**config.mk**
```make
export PLATFORM = sky130hd
export DESIGN_NAME = mul_div_unit
export DESIGN_NICKNAME = d
export VERILOG_FILES = /design/src/rtl/mul_div_unit_pkg.sv /design/src/rtl/mul_div_unit_sign_fix.sv /design/src/rtl/mul_div_unit.sv
export SDC_FILE = /design/constraint.sdc
export NUM_CORES = 1
export LEC_CHECK = 0
export CORE_ASPECT_RATIO = 1.25
export CORE_MARGIN = 2
export CORE_UTILIZATION = 67
export CTS_BUF_LIST = sky130_fd_sc_hd__clkbuf_8
export DETAILED_ROUTE_END_ITERATION = 16
export HOLD_SLACK_MARGIN = 0.12
export PLACE_DENSITY = 0.94
export SYNTH_ARGS = -nofsm -noshare
export SYNTH_HDL_FRONTEND = slang
export SYNTH_SLANG_ARGS = --single-unit
export TNS_END_PERCENT = 1
```
**constraint.sdc**
```tcl
create_clock -name CLK -period 10.54 [get_ports CLK]
set_input_delay 1.054 -clock CLK [delete_from_list [all_inputs] [get_ports CLK]]
set_output_delay 1.054 -clock CLK [all_outputs]
set_load 0.05 [all_outputs]
```
**src/rtl/mul_div_unit_pkg.sv**
```systemverilog
// mul_div_unit_pkg: op and state encodings shared by the multiply/divide unit and the controller decode
package mul_div_unit_pkg;

    localparam logic [1:0] OP_MULT  = 2'b00;
    localparam logic [1:0] OP_MULTU = 2'b01;
    localparam logic [1:0] OP_DIV   = 2'b10;
    localparam logic [1:0] OP_DIVU  = 2'b11;

    typedef enum logic [1:0] {
        S_IDLE = 2'b00,
        S_CALC = 2'b01,
        S_FIX  = 2'b10,
        S_DONE = 2'b11
    } state_e;

    function automatic logic is_signed_op(input logic [1:0] op);
        return ~op[0];
    endfunction

    function automatic logic is_div_op(input logic [1:0] op);
        return op[1];
    endfunction

endpackage

```
**src/rtl/mul_div_unit_sign_fix.sv**
```systemverilog
// mdu_sign_fix: operand magnitude extraction at launch and result sign restoration at the end
module mdu_sign_fix
    import mul_div_unit_pkg::*;
#(
    parameter int WIDTH = 32
) (
    input  logic               launch_signed,
    input  logic [WIDTH-1:0]   rs,
    input  logic [WIDTH-1:0]   rt,
    output logic [WIDTH-1:0]   mag_a,
    output logic [WIDTH-1:0]   mag_b,
    output logic               neg_res,
    output logic               neg_rem,
    output logic               div_zero,
    input  logic               fix_is_div,
    input  logic               fix_neg_res,
    input  logic               fix_neg_rem,
    input  logic               fix_div_zero,
    input  logic [2*WIDTH-1:0] prod,
    input  logic [WIDTH-1:0]   quo,
    input  logic [WIDTH-1:0]   rem,
    output logic [WIDTH-1:0]   fix_hi,
    output logic [WIDTH-1:0]   fix_lo
);

    logic               sa;
    logic               sb;
    logic [2*WIDTH-1:0] prod_f;
    logic [WIDTH-1:0]   quo_f;
    logic [WIDTH-1:0]   rem_f;

    // Strip operand signs so the iterative core only ever sees magnitudes
    always_comb begin
        sa       = launch_signed & rs[WIDTH-1];
        sb       = launch_signed & rt[WIDTH-1];
        mag_a    = sa ? -rs : rs;
        mag_b    = sb ? -rt : rt;
        neg_res  = sa ^ sb;
        neg_rem  = sa;
        div_zero = (rt == '0);
    end

    // Restore signs; the remainder follows the dividend, a zero divisor forces an all-ones quotient
    always_comb begin
        prod_f = fix_neg_res ? -prod : prod;
        quo_f  = fix_div_zero ? '1 : (fix_neg_res ? -quo : quo);
        rem_f  = fix_neg_rem ? -rem : rem;
        fix_hi = fix_is_div ? rem_f : prod_f[2*WIDTH-1:WIDTH];
        fix_lo = fix_is_div ? quo_f : prod_f[WIDTH-1:0];
    end

endmodule

```
**src/rtl/mul_div_unit.sv**
```systemverilog
// mul_div_unit: multi-cycle shift-add multiplier and restoring divider producing HI/LO
module mul_div_unit
    import mul_div_unit_pkg::*;
#(
    parameter int WIDTH = 32,
    parameter int CNT_W = 6
) (
    input  logic             CLK,
    input  logic             reset,
    input  logic             start,
    input  logic [1:0]       op,
    input  logic [WIDTH-1:0] rsData,
    input  logic [WIDTH-1:0] rtData,
    output logic             busy,
    output logic             done,
    output logic [WIDTH-1:0] hi,
    output logic [WIDTH-1:0] lo
);

    state_e             state_q, state_d;
    logic [CNT_W-1:0]   cnt_q, cnt_d;
    logic [2*WIDTH-1:0] acc_q, acc_d;
    logic [2*WIDTH-1:0] a_q, a_d;
    logic [WIDTH-1:0]   b_q, b_d;
    logic [WIDTH-1:0]   hi_q, hi_d;
    logic [WIDTH-1:0]   lo_q, lo_d;
    logic               div_q, div_d;
    logic               neg_res_q, neg_res_d;
    logic               neg_rem_q, neg_rem_d;
    logic               dz_q, dz_d;
    logic               launch;
    logic               last;
    logic [WIDTH-1:0]   mag_a, mag_b;
    logic [WIDTH-1:0]   fix_hi, fix_lo;
    logic               neg_res, neg_rem, div_zero;
    logic [WIDTH:0]     trial;
    logic [WIDTH+1:0]   diff;

    mdu_sign_fix #(.WIDTH(WIDTH)) u_sign_fix (
        .launch_signed (is_signed_op(op)),
        .rs            (rsData),
        .rt            (rtData),
        .mag_a         (mag_a),
        .mag_b         (mag_b),
        .neg_res       (neg_res),
        .neg_rem       (neg_rem),
        .div_zero      (div_zero),
        .fix_is_div    (div_q),
        .fix_neg_res   (neg_res_q),
        .fix_neg_rem   (neg_rem_q),
        .fix_div_zero  (dz_q),
        .prod          (acc_q),
        .quo           (b_q),
        .rem           (acc_q[WIDTH-1:0]),
        .fix_hi        (fix_hi),
        .fix_lo        (fix_lo)
    );

    // State register
    always_ff @(posedge CLK or negedge reset) begin
        if (!reset) state_q <= S_IDLE;
        else        state_q <= state_d;
    end

    // Launch is accepted only when no operation is in flight
    always_comb begin
        launch = start & (state_q == S_IDLE || state_q == S_DONE);
        last   = (cnt_q == CNT_W'(WIDTH - 1));
    end

    // Next-state logic
    always_comb begin
        state_d = state_q;
        case (state_q)
            S_IDLE:  state_d = start ? S_CALC : S_IDLE;
            S_CALC:  state_d = last ? S_FIX : S_CALC;
            S_FIX:   state_d = S_DONE;
            S_DONE:  state_d = start ? S_CALC : S_IDLE;
            default: state_d = S_IDLE;
        endcase
    end

    // Outputs decoded from state; hi/lo come straight from their registers
    always_comb begin
        busy = (state_q == S_CALC) || (state_q == S_FIX);
        done = (state_q == S_DONE);
        hi   = hi_q;
        lo   = lo_q;
    end

    // Datapath: a holds the (shifting) multiplicand or the divisor, b the multiplier or dividend/quotient
    always_comb begin
        trial     = {acc_q[WIDTH-1:0], b_q[WIDTH-1]};
        diff      = {1'b0, trial} - {2'b00, a_q[WIDTH-1:0]};
        cnt_d     = cnt_q;
        acc_d     = acc_q;
        a_d       = a_q;
        b_d       = b_q;
        div_d     = div_q;
        neg_res_d = neg_res_q;
        neg_rem_d = neg_rem_q;
        dz_d      = dz_q;
        hi_d      = hi_q;
        lo_d      = lo_q;
        if (launch) begin
            cnt_d     = '0;
            acc_d     = '0;
            a_d       = (2*WIDTH)'(mag_b);
            b_d       = mag_a;
            div_d     = is_div_op(op);
            neg_res_d = neg_res;
            neg_rem_d = neg_rem;
            dz_d      = div_zero;
        end else if (state_q == S_CALC) begin
            cnt_d = cnt_q + 1'b1;
            if (div_q) begin
                acc_d = (2*WIDTH)'(diff[WIDTH+1] ? trial : diff[WIDTH:0]);
                b_d   = {b_q[WIDTH-2:0], ~diff[WIDTH+1]};
            end else begin
                acc_d = acc_q + (b_q[0] ? a_q : '0);
                a_d   = a_q << 1;
                b_d   = b_q >> 1;
            end
        end else if (state_q == S_FIX) begin
            hi_d = fix_hi;
            lo_d = fix_lo;
        end
    end

    // Datapath and result registers
    always_ff @(posedge CLK or negedge reset) begin
        if (!reset) begin
            cnt_q     <= '0;
            acc_q     <= '0;
            a_q       <= '0;
            b_q       <= '0;
            div_q     <= 1'b0;
            neg_res_q <= 1'b0;
            neg_rem_q <= 1'b0;
            dz_q      <= 1'b0;
            hi_q      <= '0;
            lo_q      <= '0;
        end else begin
            cnt_q     <= cnt_d;
            acc_q     <= acc_d;
            a_q       <= a_d;
            b_q       <= b_d;
            div_q     <= div_d;
            neg_res_q <= neg_res_d;
            neg_rem_q <= neg_rem_d;
            dz_q      <= dz_d;
            hi_q      <= hi_d;
            lo_q      <= lo_d;
        end
    end

endmodule

```
==> out/qor.tcl <==
set qor(status) {completed}
set qor(yosysMostFrequentCell) {sky130_fd_sc_hd__nand2_1}
set qor(fin_setup_tns_ps) 0
set qor(layoutNonFillerInstCount) 2978
set qor(netlist_top_cells_area) {sky130_fd_sc_hd__dfrtp_1 (30%), sky130_fd_sc_hd__o21ai_0 (7.8%), sky130_fd_sc_hd__xnor2_1 (6.8%)}
set qor(postCtsResizedCells) 0
set qor(power_per_cell_area_mw_per_mm2) 298
set qor(tritoncts) {built}
set qor(pre_cts_slack_ps) 6030
set qor(yosysUniqueCellTypes) 77
set qor(synth_compound_area_frac) 0.275
set qor(p_leak_uw) 0.00944
set qor(drt_total_wl_um) 64800
set qor(clock-root-buffer) {sky130_fd_sc_hd__clkbuf_8}
set qor(synth-xor-area-share) 0.109
set qor(clock_power_share) 0.143
set qor(placement_rows) 70
set qor(synth.top_cells.by_count) {sky130_fd_sc_hd__nand2_1 (319), sky130_fd_sc_hd__o21ai_0 (311), sky130_fd_sc_hd__dfrtp_1 (236), sky130_fd_sc_hd__clkbuf_1 (158), sky130_fd_sc_hd__xnor2_1 (156)}
set qor(starting_density_of_the_core) 0.681
set qor(timing.final.ws_setup_ps) 5700
set qor(synth_top_area_share) 0.295
set qor(total_switching_power_uw) 3340
set qor(worst_pin_slew_ps) 1320
set qor(numCtsBuffers) 40
set qor(average_instance_area_after_synthesis_um2) 7.90
set qor(die-width_um) 159
set qor(report.final.setup_viol) 0
set qor(remaining_drc_errors) 0
set qor(drt_pass1_iterations) 8
set qor(main_combinational_cell_family_by_area_after_synthesis) {compound AO/OA/AOI/OAI gates}
set qor(critPathRequiredTime_ps) 10950
set qor(dpl_cell_area_mm2) 0.0214
set qor(critical_path_arrival_ps) 5250
set qor(timing_worst_setup_path_type) {flip-flop to flip-flop}
set qor(ys_ff_latch) 236
set qor(design_area_mm2) 0.0223
set qor(grt_pass1_vias) 19800
set qor(grt_first_pass_wirelength_um) 102000
set qor(design.portCount) 135
set qor(timing.clock.skew_ps) 47.5
set qor(numClockSinks) 236
set qor(setup.reg_to_reg.worst_slack_ps) 5700
set qor(synth.mux.area_fraction) 0.0218
set qor(ant_nets) 0
set qor(slew_violations) 0
set qor(mappedNetlistNets) 2704
set qor(grt_usage) 0.410
set qor(most_instantiated_flip_flop_cell_in_the_synthesis_netlist) {sky130_fd_sc_hd__dfrtp_1}
set qor(gp_routability_congestion) 0.956
set qor(wire_per_inst_um) 21.8
set qor(drt-vias-per-instance) 6.88
set qor(worst_skew_pair.late_latency_ps) 600
set qor(dp.final_hpwl_um) 46500
set qor(asyncSetResetFlopFracSynth) 1.00
set qor(count_of_buffers_added_by_post_cts_timing_repair_for_setup) 0
set qor(irDropWorstVdd_v) 0.000191
set qor(finalHoldViolCount) 0
set qor(worstPathMaxFanout) 56
set qor(finalWorstPathRequiredPeriod_ps) 4840
set qor(cts-hold-fix-buffers) 0
set qor(power.share.combinational) 0.626
set qor(fin_crit_sh) 0.459
set qor(ys_seq_area_frac) 0.295
set qor(io_buffer_count) 134
set qor(floorplan.core_area_mm2) 0.0293
set qor(rsz0062_at_grt) {no}
set qor(mappedNetlistArea_mm2) 0.0200
set qor(grt_antenna_before_repair) 1
set qor(max_freq_ghz) 0.207
set qor(post_synth_fa_ha_maj_area_fraction) 0.0665
set qor(yosysWarnings) 0
set qor(cp-end-kind) {flip-flop}
set qor(layout.nets) 2724
set qor(synthDominantAreaCellType) {sky130_fd_sc_hd__dfrtp_1}
set qor(initialDrtViolationCount) 2299
set qor(cts-htree-levels) 2
set qor(area_growth_syn_to_layout_pct) 11.5
set qor(clkSlewWorstSetupHoldPaths_ps) 60
set qor(drive_above_1_share) 0.0508
set qor(dieArea_mm2) 0.0312
set qor(vias) 20500
set qor(syn-instance-count) 2530
set qor(global_route.overflow_total) 0
set qor(yosys.area_share.simple) 0.184
set qor(maxSlewHeadroom) 0.118
set qor(synth_enable_flop_cells) 0
set qor(pin_count_of_the_biggest_net_entering_global_routing) 124
set qor(internal_power_uw) 3300
set qor(cts-root-to-sink-buffers) 3
set qor(swShare) 0.503
set qor(drv_cap) 0
set qor(whs_ps) 480
set qor(worst_hold_path_type) {flip-flop to flip-flop}
set qor(worst_setup_path_start_kind) {flip-flop}
set qor(pwr-share-seq) 0.231
set qor(placed_cells_incl_taps) 2904
set qor(die-height_um) 197
cell usage in the layout (no fill, tap or decap), types with 6 or more instances in the layout:
cell	n
sky130_fd_sc_hd__a211oi_1	22
sky130_fd_sc_hd__a21o_1	56
sky130_fd_sc_hd__a21oi_1	149
sky130_fd_sc_hd__a22o_1	34
sky130_fd_sc_hd__a31oi_1	24
sky130_fd_sc_hd__and2_1	37
sky130_fd_sc_hd__and3_1	20
sky130_fd_sc_hd__and4_1	6
sky130_fd_sc_hd__buf_4	23
sky130_fd_sc_hd__clkbuf_8	52
sky130_fd_sc_hd__clkdlybuf4s50_1	133
sky130_fd_sc_hd__dfrtp_1	234
sky130_fd_sc_hd__ha_1	102
sky130_fd_sc_hd__inv_1	85
sky130_fd_sc_hd__mux2i_1	39
sky130_fd_sc_hd__nand2_1	317
sky130_fd_sc_hd__nand2b_1	19
sky130_fd_sc_hd__nand3_1	30
sky130_fd_sc_hd__nand4_1	35
sky130_fd_sc_hd__nor2_1	145
sky130_fd_sc_hd__nor2b_1	18
sky130_fd_sc_hd__nor3_1	42
sky130_fd_sc_hd__nor4_1	16
sky130_fd_sc_hd__o211ai_1	74
sky130_fd_sc_hd__o21a_1	20
sky130_fd_sc_hd__o21ai_0	311
sky130_fd_sc_hd__o21bai_1	14
sky130_fd_sc_hd__o221ai_1	6
sky130_fd_sc_hd__o22ai_1	38
sky130_fd_sc_hd__o31ai_1	47
sky130_fd_sc_hd__o41ai_1	15
sky130_fd_sc_hd__or3_1	28
sky130_fd_sc_hd__or4_1	18
sky130_fd_sc_hd__xnor2_1	156
sky130_fd_sc_hd__xor2_1	93
routing by layer:
layer / wire [µm] / vias up / track usage
met2: 30000 / 1208 / 0.663
met1: 24400 / 9767 / 0.509
li1: - / 9209 / -
met4: 4190 / 0 / 0.244
met5: 0 / - / 0
met3: 6190 / 316 / 0.0783
power by group through the flow:
stage / Clock, µW / Sequential, µW / Combinational (µW)
after floorplan: 0 / 1330 / 3090
after global placement: 0 / 1510 / 3890
after detailed placement: 0 / 1530 / 3980
after CTS: 954 / 1520 / 4020
after global routing: 987 / 1550 / 4500
final: 951 / 1540 / 4160
sequential cells by signal, indices dropped and copies added, names as in the netlist:
name and count:
a_q 64, state_q 2, hi 32, cnt_q 6
neg_res_q 1, b_q 32, lo 32, acc_q 64
dz_q 1, div_q 1, neg_rem_q 1
final timing paths:
path	startpoint	cells after the start	end
setup / recovery	acc_q[0]	13	acc_q[5]
hold / removal	lo[7]	2	lo[7]
setup reg to reg	acc_q[0]	13	acc_q[5]
hold reg to reg	lo[7]	2	lo[7]
max in group asynchronous	reset	2	div_q
min in group asynchronous	reset	1	cnt_q[2]
critical path, cell delays in order, from the launching register on:
cell and delay [ps]:
sky130_fd_sc_hd__dfrtp_1 600, sky130_fd_sc_hd__ha_1 300, sky130_fd_sc_hd__nor2b_1 140, sky130_fd_sc_hd__o31a_1 270
sky130_fd_sc_hd__o31ai_1 420, sky130_fd_sc_hd__a21oi_1 340, sky130_fd_sc_hd__a311oi_1 720, sky130_fd_sc_hd__o311ai_0 230
sky130_fd_sc_hd__buf_4 210, sky130_fd_sc_hd__a211oi_4 180, sky130_fd_sc_hd__buf_4 520, sky130_fd_sc_hd__and4b_1 270
sky130_fd_sc_hd__a311oi_1 280, sky130_fd_sc_hd__a21oi_1 120
stage by stage:
step                      power (µW)  utilization
after detailed placement        5510        0.729
after global placement          5400        0.729
after global routing            7040        0.760
after CTS                       6490        0.760
final                           6650        0.760
after floorplan                 4420            -
cells by family after synthesis:
group | after synthesis
AOI/OAI and AO/OA | 872
and+or+nand+nor | 770
buffers and inverters | 255
xor gates and xnor gates | 249
DFF | 236
adders and majority gates | 105
muxes | 43
layout make-up:
type / instances / area, µm²
repair buffers: 157 / 1520
well taps: 396 / 495
fillers: 2124 / 7040
inverters: 76 / 285
diodes: 1 / 2.50
multi-input cells: 2039 / 13200
clock buffers: 52 / 716
flip-flops and latches: 236 / 5910
clock inverters: 21 / 198
Note: power is estimated with default switching activity, not from simulation.
